<file path="config.mk">
export PLATFORM = sky130hd
export DESIGN_NAME = memio_bridge
export DESIGN_NICKNAME = d
export VERILOG_FILES = /design/src/rtl/memio_bridge_pkg.sv /design/src/rtl/memio_lane.sv /design/src/rtl/memio_bridge.sv
export SDC_FILE = /design/constraint.sdc
export NUM_CORES = 1
export LEC_CHECK = 0
export ABC_AREA = 1
export BUFFER_PORTS_ARGS = -buffer_cell sky130_fd_sc_hd__buf_4
export CAP_MARGIN = 20
export CORE_ASPECT_RATIO = 0.6
export CORE_UTILIZATION = 50
export CTS_BUF_LIST = sky130_fd_sc_hd__clkbuf_2
export CTS_CLUSTER_SIZE = 40
export DETAILED_ROUTE_END_ITERATION = 8
export MAX_ROUTING_LAYER = met4
export PLACE_DENSITY_LB_ADDON = 0.15
export SETUP_SLACK_MARGIN = 0.1
export SYNTH_ARGS = -nofsm -noshare
export SYNTH_HDL_FRONTEND = slang
export SYNTH_HIERARCHICAL = 1
export SYNTH_SLANG_ARGS = --single-unit
</file>
<file path="constraint.sdc">
create_clock -name clock -period 15.79 [get_ports clock]
set_clock_uncertainty 0.05 [all_clocks]
set_input_delay 4.737 -clock clock [delete_from_list [all_inputs] [get_ports clock]]
set_output_delay 4.737 -clock clock [all_outputs]
set_load 0.1 [all_outputs]
</file>
<file path="src/rtl/memio_bridge_pkg.sv">
// Shared definitions for the CPU memory/IO bridge: access sizes, IO FSM
// states, default IO window and the fixed device slot assignments.
package memio_bridge_pkg;

  typedef enum logic [1:0] {
    SZ_BYTE = 2'b00,
    SZ_HALF = 2'b01,
    SZ_WORD = 2'b10,
    SZ_RSVD = 2'b11
  } size_e;

  typedef enum logic [1:0] {
    ST_IDLE,
    ST_ACCESS,
    ST_WAIT,
    ST_DONE
  } io_state_e;

  localparam logic [23:0] IO_BASE_DEFAULT = 24'hFFFFFC;

  // Device slots inside the IO window (caddress[7:4])
  localparam int unsigned DEV_TUBE     = 0;
  localparam int unsigned DEV_KEYBOARD = 1;
  localparam int unsigned DEV_TIMER    = 2;
  localparam int unsigned DEV_PWM      = 3;
  localparam int unsigned DEV_WATCHDOG = 5;
  localparam int unsigned DEV_LED      = 6;
  localparam int unsigned DEV_SWITCH   = 7;

  function automatic logic is_misaligned(input size_e sz, input logic [1:0] off);
    case (sz)
      SZ_BYTE: return 1'b0;
      SZ_HALF: return off[0];
      SZ_WORD: return |off;
      default: return 1'b1;
    endcase
  endfunction

endpackage

</file>
<file path="src/rtl/memio_lane.sv">
// Byte-lane helper: write byte enables, store-data replication and
// sub-word read extraction with optional sign extension.
module memio_lane
  import memio_bridge_pkg::*;
(
  input  size_e       size,
  input  logic [1:0]  offset,
  input  logic        sign_ext,
  input  logic [31:0] wdata,
  input  logic [31:0] rword,
  output logic [3:0]  byte_en,
  output logic [31:0] wrep,
  output logic [31:0] rext,
  output logic        misaligned
);

  logic [7:0]  rbyte;
  logic [15:0] rhalf;

  assign rbyte      = rword[{offset, 3'b000} +: 8];
  assign rhalf      = rword[{offset[1], 4'b0000} +: 16];
  assign misaligned = is_misaligned(size, offset);

  // Per-size lane selection for both write and read directions
  always_comb begin
    byte_en = '0;
    wrep    = '0;
    rext    = '0;
    case (size)
      SZ_BYTE: begin
        byte_en = 4'b0001 << offset;
        wrep    = {4{wdata[7:0]}};
        rext    = {{24{sign_ext & rbyte[7]}}, rbyte};
      end
      SZ_HALF: begin
        byte_en = 4'b0011 << offset;
        wrep    = {2{wdata[15:0]}};
        rext    = {{16{sign_ext & rhalf[15]}}, rhalf};
      end
      SZ_WORD: begin
        byte_en = 4'b1111;
        wrep    = wdata;
        rext    = rword;
      end
      default: ;
    endcase
  end

endmodule

</file>
<file path="src/rtl/memio_bridge.sv">
// Memory/IO bridge between the CPU datapath and data memory plus a small
// window of memory-mapped IO devices. Memory accesses are combinational;
// IO accesses run through a stalling handshake FSM with a bus timeout.
module memio_bridge
  import memio_bridge_pkg::*;
#(
  parameter int unsigned N_DEV    = 8,
  parameter logic [23:0] IO_BASE  = IO_BASE_DEFAULT,
  parameter int unsigned MIN_WAIT = 1,
  parameter int unsigned TIMEOUT  = 15
) (
  input  logic             clock,
  input  logic             reset,
  input  logic [31:0]      caddress,
  input  logic             memread,
  input  logic             memwrite,
  input  logic             ioread,
  input  logic             iowrite,
  input  logic [1:0]       size,
  input  logic             sign_ext,
  input  logic [31:0]      wdata,
  input  logic [31:0]      mread_data,
  input  logic [15:0]      ioread_data,
  input  logic             io_ready,
  output logic [31:0]      rdata,
  output logic [31:0]      write_data,
  output logic [31:0]      address,
  output logic [3:0]       byte_en,
  output logic [N_DEV-1:0] cs,
  output logic             io_rd,
  output logic             io_wr,
  output logic             stall,
  output logic             bus_err,
  output logic             align_err
);

  localparam int unsigned CW = (TIMEOUT > 15) ? $clog2(TIMEOUT + 1) : 4;

  io_state_e        state;
  logic [CW-1:0]    wait_cnt;
  logic [CW-1:0]    wait_nxt;
  logic [N_DEV-1:0] cs_q;
  logic [N_DEV-1:0] dev_sel;
  logic             io_rd_q, io_wr_q, bus_err_q;
  logic             wr_q, timeout_q, sign_q;
  size_e            size_q;
  logic [31:0]      wdata_q;
  logic [15:0]      rd_q;

  logic             io_req, mem_req, wr_req, in_window, dev_ok, idle, busy;
  logic             start_hit, start_miss, ready_ok, timed_out;

  logic [3:0]       mem_be;
  logic [31:0]      mem_wrep, mem_rext;
  logic             mis;
  logic [31:0]      io_wrep, io_rext;
  // Outputs not needed on the IO read path
  logic [3:0]       io_be_unused;
  logic             io_mis_unused;

  memio_lane u_mem_lane (
    .size       (size_e'(size)),
    .offset     (caddress[1:0]),
    .sign_ext   (sign_ext),
    .wdata      (wdata),
    .rword      (mread_data),
    .byte_en    (mem_be),
    .wrep       (mem_wrep),
    .rext       (mem_rext),
    .misaligned (mis)
  );

  // Device data is 16 bits wide and always sits in the low lanes
  memio_lane u_io_lane (
    .size       (size_q),
    .offset     (2'b00),
    .sign_ext   (sign_q),
    .wdata      (wdata_q),
    .rword      ({16'h0000, rd_q}),
    .byte_en    (io_be_unused),
    .wrep       (io_wrep),
    .rext       (io_rext),
    .misaligned (io_mis_unused)
  );

  assign address    = caddress;
  assign io_req     = ioread | iowrite;
  assign mem_req    = memread | memwrite;
  assign wr_req     = memwrite | iowrite;
  assign in_window  = caddress[31:8] == IO_BASE;
  assign dev_ok     = {1'b0, caddress[7:4]} < 5'(N_DEV);
  assign idle       = state == ST_IDLE;
  assign busy       = (state == ST_ACCESS) || (state == ST_WAIT);
  assign start_hit  = ~reset & idle & io_req & ~mis & in_window & dev_ok;
  assign start_miss = ~reset & idle & io_req & ~mis & ~(in_window & dev_ok);
  assign wait_nxt   = wait_cnt + CW'(1);
  assign ready_ok   = io_ready && (wait_nxt >= CW'(MIN_WAIT));
  assign timed_out  = wait_nxt == CW'(TIMEOUT);

  assign stall      = ~reset & (start_hit | start_miss | busy);
  assign align_err  = ~reset & idle & (io_req | mem_req) & mis;
  assign cs         = cs_q;
  assign io_rd      = io_rd_q;
  assign io_wr      = io_wr_q;
  assign bus_err    = bus_err_q;

  // IO requests take the byte enables; a memory write beside an IO read is dropped
  assign byte_en    = (~mis & (iowrite | (memwrite & ~ioread))) ? mem_be : '0;

  // One-hot decode of the device slot
  always_comb begin
    dev_sel = '0;
    for (int unsigned i = 0; i < N_DEV; i++) dev_sel[i] = (caddress[7:4] == 4'(i));
  end

  // Store data: latched copy while a device write is in flight
  always_comb begin
    if (busy && wr_q)  write_data = io_wrep;
    else if (wr_req)   write_data = mem_wrep;
    else               write_data = '0;
  end

  // Write-back data: IO result in DONE, memory lane otherwise
  always_comb begin
    if (state == ST_DONE)   rdata = (~wr_q & ~timeout_q) ? io_rext : '0;
    else if (io_req | mis)  rdata = '0;
    else                    rdata = mem_rext;
  end

  // IO handshake FSM; reset mid-access simply abandons the transfer
  always_ff @(posedge clock or posedge reset) begin
    if (reset) begin
      state     <= ST_IDLE;
      wait_cnt  <= '0;
      cs_q      <= '0;
      io_rd_q   <= 1'b0;
      io_wr_q   <= 1'b0;
      bus_err_q <= 1'b0;
      wr_q      <= 1'b0;
      timeout_q <= 1'b0;
      sign_q    <= 1'b0;
      size_q    <= SZ_BYTE;
      wdata_q   <= '0;
      rd_q      <= '0;
    end else begin
      io_rd_q   <= 1'b0;
      io_wr_q   <= 1'b0;
      bus_err_q <= 1'b0;
      case (state)
        ST_IDLE: begin
          if (start_hit) begin
            state     <= ST_ACCESS;
            cs_q      <= dev_sel;
            io_rd_q   <= ~iowrite;
            io_wr_q   <= iowrite;
            wr_q      <= iowrite;
            timeout_q <= 1'b0;
            size_q    <= size_e'(size);
            sign_q    <= sign_ext;
            wdata_q   <= wdata;
          end else if (start_miss) begin
            // Unmapped target: skip the handshake and report straight away
            state     <= ST_DONE;
            wr_q      <= iowrite;
            timeout_q <= 1'b1;
            bus_err_q <= 1'b1;
          end
        end
        ST_ACCESS: begin
          wait_cnt <= '0;
          state    <= ST_WAIT;
        end
        ST_WAIT: begin
          wait_cnt <= wait_nxt;
          if (ready_ok || timed_out) begin
            state     <= ST_DONE;
            cs_q      <= '0;
            timeout_q <= ~ready_ok;
            bus_err_q <= ~ready_ok;
            rd_q      <= ioread_data;
          end
        end
        ST_DONE: state <= ST_IDLE;
        default: state <= ST_IDLE;
      endcase
    end
  end

endmodule

</file>
==> qor.yml <==
status:
  status: "finished clean"
power:
  total_power_uw: 991
  ir_worst_vdd_mv: 0.0774
  p_leak_uw: 0.00505
  cellPowerDensity_mw_per_mm2: 112
place:
  port_buffers: 230
  dpl.hpwl_um: 18600
  gp_congestion: 0.987
sta:
  maxSlewViolCount: 0
  rsz0062_at_grt: "false"
  fin_crit_ns: 12.45
  fmax_mhz: 80.3
  tightest_slew_ns: 1.12
  hold_violations: 0
  slew_headroom_pct: 25.3
  fin_crit_sh_pct: 78.9
  setup_viol: 0
  final.setup.tns_ns: 0
clocking:
  numClockSinks: 70
  clkTransAtPathRegs_ns: 0.21
  cts_hold_buffers: 0
  cts_resized: 0
  h-tree-depth: 3
  cts_tree: "yes"
  clock_latency_ns: 0.54
  post_cts_buffers: 0
  cts_made_buffers: 9
  cts-root-buf: "clkbuf_2"
  clock_path_buffers: 2
floorplan:
  boundaryPins: 235
  die_x_um: 157
  fp.coreArea_sq_mm: 0.0139
  start_util_pct: 52.1
  dieArea_sq_mm: 0.0150
  die_height_um: 95.3
  num_rows: 33
grt:
  grt_use_total_pct: 34.5
  antenna_found_initial: 0
  grt_pass1_vias: 7400
  gr-total-overflow: 0
  grt_pass1_wl_um: 38800
  grt_max_degree: 73
critical_path:
  crit_required_ns: 11.00
  r2r_slack_ns: 13.41
  start_kind: "primary input"
  cp_max_fo: 34
  timing.critical_path.to_type: "primary output"
  arrival_ns: 7.66
  path_class: "in2out"
route:
  drtAntennaViolNets: 0
  wl_um: 24800
  first_pass_iters: 6
  vias_per_cell: 5.26
  drtIter0Drc: 1174
  vias: 8589
  drc: 0
  wl_per_cell_um: 15.2
final_layout:
  syn2layout_area_growth_pct: 22.1
  n_antenna_cell: 0
  final_cell_mix: "nand2_1 (503), buf_4 (237), nand3_1 (171)"
  final_common_cell: "nand2_1"
  layout-drive-gt1-share_pct: 21.3
  finalNetCount: 1566
synthesis:
  synth_area_sq_mm: 0.00725
  yosysWarnings: 6
  postSynthAreaPerCell_sq_um: 5.79
  postSynthCellCount: 1252
flow_run:
  cap_viol_max_count: 0
hold_path:
  hold_path.class: "reg2reg"
==> routing by layer <==
metal  wire (um)  vias to the layer above  global-route usage [%]
li1            -                     4246                       -
met1       11600                     3828                    52.1
met2        9810                      486                    45.3
met3        3110                       29                    8.86
met4         301                        0                    6.15
met5           0                        -                       -
==> layout make-up <==
cell class | instances | area (sq um)
fillers | 1381 | 5060
multi-input cells | 972 | 4430
repair buffers | 239 | 1810
flip-flops and latches | 70 | 1750
inverters | 145 | 549
well taps | 192 | 240
clock buffers | 9 | 45.0
clock inverters | 6 | 38.8
==> stage by stage <==
| stage | hold slack, ns | area (sq um) | setup slack (ns) | cells | utilization (%) |
|---|---|---|---|---|---|
| finish | 0.457 | 8860 | 3.34 | 1633 | 63.7 |
| global route | 0.474 | 8860 | 3.12 | 1633 | 63.7 |
| CTS | 0.456 | 8850 | 3.44 | 1632 | 63.6 |
| detailed placement | 0.412 | 8760 | 3.45 | 1617 | 63.0 |
| global placement | 0.406 | 8750 | 3.53 | 1616 | 62.9 |
| floorplan | 0.399 | 7430 | 2.31 | 1298 | - |
==> path summary, 6_finish.rpt <==
check / from / end / cells past startpoint
min: cs[1]$_DFFE_PP0P_ / cs[1]$_DFFE_PP0P_ / 2
max reg2reg: state[0]$_DFFE_PP0P_ / wdata_q[1]$_DFFE_PP0P_ / 8
min reg2reg: cs[1]$_DFFE_PP0P_ / cs[1]$_DFFE_PP0P_ / 2
max: size[1] / byte_en[0] / 8
max in group asynchronous: reset / wdata_q[7]$_DFFE_PP0P_ / 3
min in group asynchronous: reset / wdata_q[21]$_DFFE_PP0P_ / 3
==> power breakdown <==
group | switching [uW] | internal [uW] | total, uW
Combinational | 519 | 140 | 659
Sequential | 30.2 | 211 | 241
Clock | 71.7 | 19.6 | 91.3
Total | 620 | 371 | 991
==> worst max-delay path: stages <==
cell	delay [ns]
buf_4	0.17
inv_2	0.11
nand2_1	0.32
o21ai_0	0.56
clkinv_1	0.88
nand3_1	0.54
nor2_1	0.09
buf_4	0.24
==> registers in the layout (all words and copies together), names as in the netlist <==
register   count
timeout_q      1
cs             8
rd_q          16
size_q         2
wdata_q       32
bus_err        1
io_wr          1
wr_q           1
sign_q         1
wait_cnt       4
state          2
io_rd          1
No activity file was read; power rests on OpenSTA's default activity.
